[config.mk]
export PLATFORM = sky130hd
export DESIGN_NAME = lcd_hex_driver
export DESIGN_NICKNAME = d
export VERILOG_FILES = /design/src/rtl/lcd_hex_driver.sv
export SDC_FILE = /design/constraint.sdc
export NUM_CORES = 1
export LEC_CHECK = 0
export BUFFER_PORTS_ARGS = -buffer_cell sky130_fd_sc_hd__buf_2
export CAP_MARGIN = 15
export CORE_ASPECT_RATIO = 0.6
export CORE_MARGIN = 2
export CORE_UTILIZATION = 50
export DETAILED_ROUTE_END_ITERATION = 12
export PLACE_DENSITY_LB_ADDON = 0.05
export SLEW_MARGIN = 20
export SYNTH_ARGS = -nofsm -noshare
export SYNTH_HDL_FRONTEND = slang
export SYNTH_SLANG_ARGS = --single-unit
[constraint.sdc]
create_clock -name CLK -period 3.8 [get_ports CLK]
set_input_delay 0.76 -clock CLK [delete_from_list [all_inputs] [get_ports CLK]]
set_output_delay 0.76 -clock CLK [all_outputs]
set_load 0.01 [all_outputs]
[src/rtl/lcd_hex_driver.sv]
// HD44780 16x2 LCD driver: power-up init, then repaints PC and Result as hex.
// Optional build macro LCD_SKIP_UNCHANGED_EN: repaint only when inputs change.
module lcd_hex_driver #(
   parameter int T_PWRUP = 750000,
   parameter int T_CMD   = 2000,
   parameter int T_CLR   = 82000,
   parameter int T_EPW   = 12
) (
   input  logic        CLK,
   input  logic        RST,
   input  logic [31:0] PC,
   input  logic [31:0] Result,
   output logic        LCD_RS,
   output logic        LCD_RW,
   output logic        LCD_E,
   output logic [7:0]  LCD_DATA,
   output logic        READY
);

   localparam int M1 = (T_PWRUP > T_CLR) ? T_PWRUP : T_CLR;
   localparam int M2 = (M1 > T_CMD) ? M1 : T_CMD;
   localparam int M3 = (M2 > T_EPW) ? M2 : T_EPW;
   localparam int DW = $clog2(M3 + 1);

   localparam logic [DW-1:0] D_PWRUP = DW'(T_PWRUP - 1);
   localparam logic [DW-1:0] D_CMD   = DW'(T_CMD - 1);
   localparam logic [DW-1:0] D_CLR   = DW'(T_CLR - 1);
   localparam logic [DW-1:0] D_EPW   = DW'(T_EPW - 1);

   typedef enum logic [2:0] {
      S_PWRUP, S_INIT, S_SNAP, S_LINE1, S_LINE2
   } state_t;

   typedef enum logic [1:0] {
      P_SETUP, P_STROBE, P_WAIT
   } phase_t;

   state_t        state, n_state;
   phase_t        ph, n_ph;
   logic [3:0]    idx, n_idx;
   logic [DW-1:0] dly, n_dly;
   logic          ready_q, n_ready;
   logic [31:0]   sh_pc, n_pc;
   logic [31:0]   sh_res, n_res;
`ifdef LCD_SKIP_UNCHANGED_EN
   logic          shown, n_shown;
`endif

   logic          writing;
   logic          cur_rs;
   logic [7:0]    cur_byte;
   logic [31:0]   word;
   logic [2:0]    nsel;
   logic          t_long;

   function automatic logic [7:0] hex(input logic [3:0] n);
      return (n < 4'd10) ? (8'h30 + {4'h0, n}) : (8'h37 + {4'h0, n});
   endfunction

   // Select the byte and RS level for the write currently in progress.
   always_comb begin
      cur_rs   = 1'b0;
      cur_byte = 8'h00;
      word     = (state == S_LINE1) ? sh_pc : sh_res;
      nsel     = 3'(4'd11 - idx);
      case (state)
         S_INIT: begin
            unique case (idx)
               4'd0, 4'd1, 4'd2: cur_byte = 8'h38;
               4'd3:             cur_byte = 8'h0C;
               4'd4:             cur_byte = 8'h01;
               default:          cur_byte = 8'h06;
            endcase
         end
         S_LINE1, S_LINE2: begin
            cur_rs = (idx != 4'd0);
            unique case (idx)
               4'd0: cur_byte = (state == S_LINE1) ? 8'h80 : 8'hC0;
               4'd1: cur_byte = (state == S_LINE1) ? 8'h50 : 8'h52;
               4'd2: cur_byte = (state == S_LINE1) ? 8'h43 : 8'h53;
               4'd3: cur_byte = 8'h3A;
               default: cur_byte = hex(word[{nsel, 2'b00} +: 4]);
            endcase
         end
         default: ;
      endcase
   end

   assign writing  = (state == S_INIT) || (state == S_LINE1) ||
                     (state == S_LINE2);
   assign t_long   = !cur_rs && (cur_byte == 8'h01);
   assign LCD_E    = writing && (ph == P_STROBE);
   assign LCD_RS   = writing && cur_rs;
   assign LCD_DATA = writing ? cur_byte : 8'h00;
   assign LCD_RW   = 1'b0;
   assign READY    = ready_q;

   // Next-state logic: sequencer plus the setup/strobe/wait write primitive.
   always_comb begin
      n_state = state;
      n_ph    = ph;
      n_idx   = idx;
      n_dly   = dly;
      n_ready = ready_q;
      n_pc    = sh_pc;
      n_res   = sh_res;
`ifdef LCD_SKIP_UNCHANGED_EN
      n_shown = shown;
`endif
      case (state)
         S_PWRUP: begin
            if (dly == '0) begin
               n_state = S_INIT;
               n_ph    = P_SETUP;
               n_idx   = 4'd0;
            end else begin
               n_dly = dly - 1'b1;
            end
         end
         S_SNAP: begin
`ifdef LCD_SKIP_UNCHANGED_EN
            if (!(shown && PC == sh_pc && Result == sh_res)) begin
               n_pc    = PC;
               n_res   = Result;
               n_state = S_LINE1;
               n_ph    = P_SETUP;
               n_idx   = 4'd0;
            end
`else
            n_pc    = PC;
            n_res   = Result;
            n_state = S_LINE1;
            n_ph    = P_SETUP;
            n_idx   = 4'd0;
`endif
         end
         default: begin
            case (ph)
               P_SETUP: begin
                  n_ph  = P_STROBE;
                  n_dly = D_EPW;
               end
               P_STROBE: begin
                  if (dly == '0) begin
                     n_ph  = P_WAIT;
                     n_dly = t_long ? D_CLR : D_CMD;
                  end else begin
                     n_dly = dly - 1'b1;
                  end
               end
               P_WAIT: begin
                  if (dly != '0) begin
                     n_dly = dly - 1'b1;
                  end else begin
                     n_ph  = P_SETUP;
                     n_idx = idx + 4'd1;
                     if (state == S_INIT && idx == 4'd5) begin
                        n_state = S_SNAP;
                        n_ready = 1'b1;
                        n_idx   = 4'd0;
                     end else if (state == S_LINE1 && idx == 4'd11) begin
                        n_state = S_LINE2;
                        n_idx   = 4'd0;
                     end else if (state == S_LINE2 && idx == 4'd11) begin
                        n_state = S_SNAP;
                        n_idx   = 4'd0;
`ifdef LCD_SKIP_UNCHANGED_EN
                        n_shown = 1'b1;
`endif
                     end
                  end
               end
               default: n_ph = P_SETUP;
            endcase
         end
      endcase
   end

   // State registers; reset aborts any write and restarts the power-up wait.
   always_ff @(posedge CLK or negedge RST) begin
      if (!RST) begin
         state   <= S_PWRUP;
         ph      <= P_SETUP;
         idx     <= 4'd0;
         dly     <= D_PWRUP;
         ready_q <= 1'b0;
         sh_pc   <= 32'h0;
         sh_res  <= 32'h0;
`ifdef LCD_SKIP_UNCHANGED_EN
         shown   <= 1'b0;
`endif
      end else begin
         state   <= n_state;
         ph      <= n_ph;
         idx     <= n_idx;
         dly     <= n_dly;
         ready_q <= n_ready;
         sh_pc   <= n_pc;
         sh_res  <= n_res;
`ifdef LCD_SKIP_UNCHANGED_EN
         shown   <= n_shown;
`endif
      end
   end

endmodule

==> impl_metrics.env, run 1 <==
export IMPL_grt_setup_unrepaired="true"
export IMPL_start_util_pct=51.17
export IMPL_vias_per_cell=5.790
export IMPL_die_area_mm2=0.01164
export IMPL_worst_slew_pin_transition_ps=873.8
export IMPL_final_setup_viol_count=0
export IMPL_route_vias_total=4898
export IMPL_powerDensity_mw_per_mm2=310.0
export IMPL_mostFrequentLayoutCell="sky130_fd_sc_hd__nand2_1"
export IMPL_finalNetCount=779
export IMPL_power_total_mw=1.967
export IMPL_achievable_frequency_mhz=263.3
export IMPL_synthTopCellsByArea="sky130_fd_sc_hd__dfrtp_1, sky130_fd_sc_hd__nand2_1, sky130_fd_sc_hd__dfstp_2, sky130_fd_sc_hd__mux4_2, sky130_fd_sc_hd__ha_1"
export IMPL_dp_hpwl_um=10630
export IMPL_seq_area_frac_synth_pct=43.99
export IMPL_floorplan_rows=29
export IMPL_required_ps=3040
export IMPL_cts_htree_levels=3
export IMPL_power_static_leakage_nw=2.861
export IMPL_synth_warning_count=0
export IMPL_syn_to_final_growth_pct=17.82
export IMPL_fraction_of_final_layout_cells_with_drive_strength_greater_than_1_pct=24.05
export IMPL_timing_worst_setup_path_type="reg2out"
export IMPL_post_route_util_pct=60.29
export IMPL_cp_start_kind="flop"
export IMPL_detailedRoute_firstIterationViolations=467
export IMPL_worst_path_max_delay_cell="sky130_fd_sc_hd__mux4_2"
export IMPL_grt_overflow_total=0
export IMPL_crit_family="compound AO/OA/AOI/OAI gates"
export IMPL_antenna_cells=0
export IMPL_chipHeight_um=84.38
export IMPL_clock_sink_count=94
export IMPL_final_hold_viol_count=0
export IMPL_die_w_um=138.0
export IMPL_postLayoutCellArea_mm2=0.006344
export IMPL_fin_skew_ps=11.30
export IMPL_pre_cts_slack_ps=314.8
export IMPL_dpl_cell_count=823
export IMPL_antenna_violating_nets_post_route=0
export IMPL_fin_crit_sh_pct=99.95
export IMPL_synth_cell_types=71
export IMPL_r2r_cells=9
export IMPL_clock_tree_from_tritoncts="built"
export IMPL_synth_edf_count=0
export IMPL_cp_arrival_ps=3040
export IMPL_clockBufferDepth=2
export IMPL_route_final_wire_length_um=14920
export IMPL_ys_async_sr_fraction_pct=100.0
export IMPL_worstReg2RegEnd="dly[17]$_DFFE_PN1P_"
export IMPL_holdBufCountCts=0
export IMPL_post_route_drc_count=0
export IMPL_post_drt_wl_per_cell_um=17.63
export IMPL_timing_critical_path_depth=10
export IMPL_min_delay_path_class="in2async"
export IMPL_ff2ff_setup_slack_ps=820
export IMPL_timing_max_transition_violations_final=0
export IMPL_core_mm2=0.01052
export IMPL_slew_limit_headroom_pct=41.21
export IMPL_cts_made_buffers=9
export IMPL_wire_length_of_the_first_global_routing_pass_um=24030
export IMPL_filler_cell_count=977
export IMPL_number_of_ports_placed_on_the_die_boundary=78
export IMPL_worstPathCellList="nand3b_1, mux4_2, and2_4, a311oi_4, inv_2, ha_4, o21ai_2, nand2_1, a221oi_2, buf_2"
export IMPL_postPlaceCellArea_mm2=0.005952
export IMPL_synth_area_leader_cell="sky130_fd_sc_hd__dfrtp_1"
export IMPL_run_status="complete, no violations"
export IMPL_antenna_found_initial=0
export IMPL_max_stage_delay_ps=510
export IMPL_non_filler_instance_count_after_layout=846
export IMPL_grt_pass1_vias=4583
export IMPL_syn_inst=623
export IMPL_synthDominantCellAreaShare_pct=37.65
export IMPL_cts_root_buf="sky130_fd_sc_hd__clkbuf_16"
export IMPL_syn_nets=700
export IMPL_setup_ws_ps=1.893
export IMPL_maxCapViolCount=0
export IMPL_worst_setup_path_end_kind="primary output"
export IMPL_finalWeightedCongestion=0.9286
export IMPL_yosys_reg_bits=94
export IMPL_drt_pass1_iterations=5
export IMPL_path_max_fanout=4
export IMPL_grt_max_degree=66
export IMPL_avgSynthCellArea_um2=8.642
export IMPL_worstSkewPairLatency_ps=350
export IMPL_synth_area_mm2=0.005384
export IMPL_worst_setup_hold_path_clk_slew_ps=80
export IMPL_critical_path_reg2reg_startpoint="state[1]$_DFFE_PN0P_"
export IMPL_final_cell_mix="sky130_fd_sc_hd__nand2_1, sky130_fd_sc_hd__dfrtp_1, sky130_fd_sc_hd__buf_2, sky130_fd_sc_hd__nor2_1, sky130_fd_sc_hd__buf_4"
export IMPL_critical_path_n_buffers_inverters=2
export IMPL_period_minus_slack_ps=3798
export IMPL_synth_flop_cell="sky130_fd_sc_hd__dfrtp_1"
export IMPL_grt_util_all_layers_pct=26.78
export IMPL_port_buffer_count=76
export IMPL_irDropWorstVdd_mv=0.2174
==> synthesized netlist by cell type, types with 5 or more instances <==
master and count:
sky130_fd_sc_hd__o21ai_0 25, sky130_fd_sc_hd__mux4_2 12, sky130_fd_sc_hd__and2_1 6, sky130_fd_sc_hd__dfstp_2 13, sky130_fd_sc_hd__inv_1 12, sky130_fd_sc_hd__xnor2_1 8, sky130_fd_sc_hd__buf_4 5, sky130_fd_sc_hd__nand3b_1 5
sky130_fd_sc_hd__nor4_1 11, sky130_fd_sc_hd__nor3_1 10, sky130_fd_sc_hd__dfrtp_1 81, sky130_fd_sc_hd__a21oi_1 24, sky130_fd_sc_hd__mux2i_1 6, sky130_fd_sc_hd__clkbuf_1 21, sky130_fd_sc_hd__xor2_1 6, sky130_fd_sc_hd__nand3_1 11
sky130_fd_sc_hd__buf_1 5, sky130_fd_sc_hd__nand2_1 216, sky130_fd_sc_hd__ha_1 11, sky130_fd_sc_hd__nor2_1 36
==> flip-flops by register name, indices dropped and copies added, names as in the netlist <==
register	flops
sh_res	32
ph	2
dly	20
READY	1
sh_pc	32
state	3
idx	4
==> layer usage <==
metal / GRT usage [%] / wire length, um
met4: 3.989 / 93
met5: 0 / 0
met1: 44.26 / 7795
met3: 6.884 / 1035
met2: 35.42 / 5993
==> what timing repair did <==
item / 4_1_cts / 5_1_grt
setup buffers: 0 / 6
setup endpoints to repair: 3 / 5
gates resized for setup: 1 / 12
cloned: 0 / 1
endpoints found under the hold margin: 0 / 0
pin swaps: 1 / 5
==> cells by family (layout without fill, tap and decap cells) <==
family                   after synthesis  count (layout)  synth area share, %
AO/OA/AOI/OAI                        108             108                14.32
XOR/XNOR                              14              14                2.278
adder cells (fa/ha/maj)               11              11                2.556
buffers and inverters                 47             131                3.718
flip-flops                            94              94                43.99
multiplexers                          18              18                6.135
other                                  1               1              0.06965
AND/OR/NAND/NOR                      330             330                26.94
==> worst max path at each step <==
stage                          from  slack, ps          end
2_1_floorplan    idx[1]$_DFFE_PN0P_        470  LCD_DATA[1]
3_3_place_gp   state[0]$_DFFE_PN0P_        370  LCD_DATA[1]
3_5_place_dp   state[1]$_DFFE_PN0P_        310  LCD_DATA[1]
4_1_cts        state[1]$_DFFE_PN0P_        -20  LCD_DATA[1]
5_1_grt        state[2]$_DFFE_PN0P_       -120  LCD_DATA[6]
6_report       state[2]$_DFFE_PN0P_          2  LCD_DATA[6]
==> power breakdown <==
group / internal [mW] / total, mW / switching, mW
clock: 0.462 / 0.911 / 0.449
combinational: 0.0253 / 0.0551 / 0.0297
sequential: 1.00 / 1.00 / 0
==> cell type report <==
class,instances,area [um^2],area share [%]
Timing Repair Buffer,103,599.3,9.448
Multi-Input combinational cell,482,2863,45.13
Clock inverter,7,68.82,1.085
Tap cell,139,173.9,2.742
Inverter,12,45.04,0.7101
Clock buffer,9,225.2,3.550
Sequential cell,94,2369,37.34
==> per-stage QoR <==
| stage | setup TNS (ps) | hold slack (ps) |
|---|---|---|
| 3_3_place_gp | 0 | 462.9 |
| 4_1_cts | -15.49 | 470.3 |
| 2_1_floorplan | 0 | 438.9 |
| 5_1_grt | -303.4 | 484.2 |
| 3_5_place_dp | 0 | 459.2 |
| 6_report | 0 | 446.7 |
No activity file was read; power rests on OpenSTA's default activity.
==> inputs of run 2 (changes only) <==
- CORE_UTILIZATION: 50 -> 55
==> run 2 against run 1 <==
Core utilization is 7.1 points higher. First-iteration DRC count is 13% higher. Non-clock buffer count is 5 lower. Critical path type unchanged. Critical endpoint is now LCD_DATA[1]. Largest power group unchanged.
==> impl_metrics.env, run 2 (synthesized netlist as in run 1, its figures left out) <==
export IMPL_run_status="complete, no violations"
export IMPL_maxCapViolCount=0
export IMPL_postPlaceCellArea_mm2=0.005926
export IMPL_clock_sink_count=94
export IMPL_dpl_cell_count=812
export IMPL_fraction_of_final_layout_cells_with_drive_strength_greater_than_1_pct=23.50
export IMPL_pre_cts_slack_ps=321.2
export IMPL_power_total_mw=1.950
export IMPL_final_cell_mix="sky130_fd_sc_hd__nand2_1, sky130_fd_sc_hd__dfrtp_1, sky130_fd_sc_hd__buf_2, sky130_fd_sc_hd__nor2_1, sky130_fd_sc_hd__o21ai_0"
export IMPL_irDropWorstVdd_mv=0.2137
export IMPL_worstPathCellList="nand3b_1, buf_6, mux4_2, mux4_2, inv_1, ha_4, a21bo_2, o21ai_0, buf_2"
export IMPL_grt_max_degree=65
export IMPL_antenna_cells=0
export IMPL_dp_hpwl_um=10790
export IMPL_grt_setup_unrepaired="true"
export IMPL_die_area_mm2=0.01062
export IMPL_wire_length_of_the_first_global_routing_pass_um=23920
export IMPL_slew_limit_headroom_pct=43.10
export IMPL_setup_tns_final_ps=0
export IMPL_cts_made_buffers=9
export IMPL_max_stage_delay_ps=520
export IMPL_post_route_drc_count=0
export IMPL_cp_arrival_ps=2940
export IMPL_mostFrequentLayoutCell="sky130_fd_sc_hd__nand2_1"
export IMPL_finalWeightedCongestion=0.9767
export IMPL_min_delay_path_class="in2async"
export IMPL_final_setup_viol_count=0
export IMPL_grt_overflow_total=0
export IMPL_number_of_ports_placed_on_the_die_boundary=78
export IMPL_critical_path_n_buffers_inverters=3
export IMPL_multi_input_comb_area_mm2=0.002868
export IMPL_floorplan_rows=27
export IMPL_powerDensity_mw_per_mm2=309.2
export IMPL_achievable_frequency_mhz=270.0
export IMPL_worst_path_max_delay_cell="sky130_fd_sc_hd__mux4_2"
export IMPL_chipHeight_um=80.64
export IMPL_largest_registers="sh_pc x32, sh_res x32, dly x20"
export IMPL_worst_setup_hold_path_clk_slew_ps=70
export IMPL_post_route_util_pct=67.40
export IMPL_post_drt_wl_per_cell_um=17.63
export IMPL_port_buffer_count=76
export IMPL_period_minus_slack_ps=3703
export IMPL_detailedRoute_firstIterationViolations=530
export IMPL_start_util_pct=57.53
export IMPL_power_static_leakage_nw=2.847
export IMPL_filler_cell_count=804
export IMPL_antenna_found_initial=0
export IMPL_clockBufferDepth=2
export IMPL_antenna_violating_nets_post_route=0
export IMPL_r2r_cells=7
export IMPL_path_max_fanout=7
export IMPL_seqCellArea_mm2=0.002370
export IMPL_required_ps=3040
export IMPL_route_final_wire_length_um=14670
export IMPL_cts_htree_levels=3
export IMPL_vias_per_cell=5.880
export IMPL_finalHoldWorstSlack_ps=399.7
export IMPL_non_filler_instance_count_after_layout=832
export IMPL_timing_critical_path_depth=9
export IMPL_critical_path_reg2reg_startpoint="dly[10]$_DFFE_PN0P_"
export IMPL_worstReg2RegEnd="state[1]$_DFFE_PN0P_"
export IMPL_worst_slew_pin_transition_ps=845.7
export IMPL_route_vias_total=4892
export IMPL_grt_util_all_layers_pct=29.18
export IMPL_timing_max_transition_violations_final=0
export IMPL_worst_setup_path_end_kind="primary output"
export IMPL_cts_root_buf="sky130_fd_sc_hd__clkbuf_16"
export IMPL_finalNetCount=774
export IMPL_clock_tree_from_tritoncts="built"
export IMPL_syn_to_final_growth_pct=17.15
export IMPL_die_w_um=131.7
export IMPL_postLayoutCellArea_mm2=0.006307
export IMPL_setup_ws_ps=96.92
export IMPL_core_mm2=0.009358
export IMPL_fin_crit_sh_pct=97.45
export IMPL_cp_common_cell="sky130_fd_sc_hd__mux4_2"
export IMPL_holdBufCountCts=0
export IMPL_cp_start_kind="flop"
export IMPL_final_hold_viol_count=0
export IMPL_ff2ff_setup_slack_ps=800
export IMPL_worstSkewPairLatency_ps=350
export IMPL_crit_family="multiplexers"
export IMPL_grt_pass1_vias=4596
export IMPL_fin_skew_ps=8.382
export IMPL_timing_worst_setup_path_type="reg2out"
export IMPL_drt_pass1_iterations=7
[run 2: how the worst max path moves through the flow]
stage                               from           to  slack [ps]
floorplan             idx[1]$_DFFE_PN0P_  LCD_DATA[1]         470
global placement    state[0]$_DFFE_PN0P_  LCD_DATA[6]         440
detailed placement  state[1]$_DFFE_PN0P_  LCD_DATA[6]         320
CTS                 state[1]$_DFFE_PN0P_  LCD_DATA[6]        0.04
global route        state[2]$_DFFE_PN0P_  LCD_DATA[6]         -50
finish              state[1]$_DFFE_PN0P_  LCD_DATA[1]         100
[run 2: power by group]
part / internal, mW / total (mW) / switching, mW
Combinational: 0.0261 / 0.0546 / 0.0285
Clock: 0.491 / 0.895 / 0.404
Sequential: 1.00 / 1.00 / 0
Total: 1.52 / 1.95 / 0.433
[run 2: what timing repair did]
item                                    CTS  global route
endpoints found under the setup margin    2             3
buffers inserted                          0             4
pin swaps                                 1             4
gates resized for setup                   0            14
gates cloned                              0             0
[run 2: area by class of cell]
| type | instances | area share [%] |
|---|---|---|
| sequential | 94 | 37.57 |
| clock inverter | 4 | 0.5951 |
| clock buffer | 12 | 4.067 |
| timing repair buffer | 98 | 9.006 |
| inverter | 12 | 0.7141 |
| multi-input combinational | 482 | 45.47 |
| tap | 130 | 2.579 |
[run 2: per-layer routing]
layer	part of all wire (%)	global-route usage, %	vias up
met1	50	46.21	2340
met4	0.91	5.652	0
met3	10	7.513	21
met2	39	39.63	229
met5	0	0	-
li1	-	-	2302
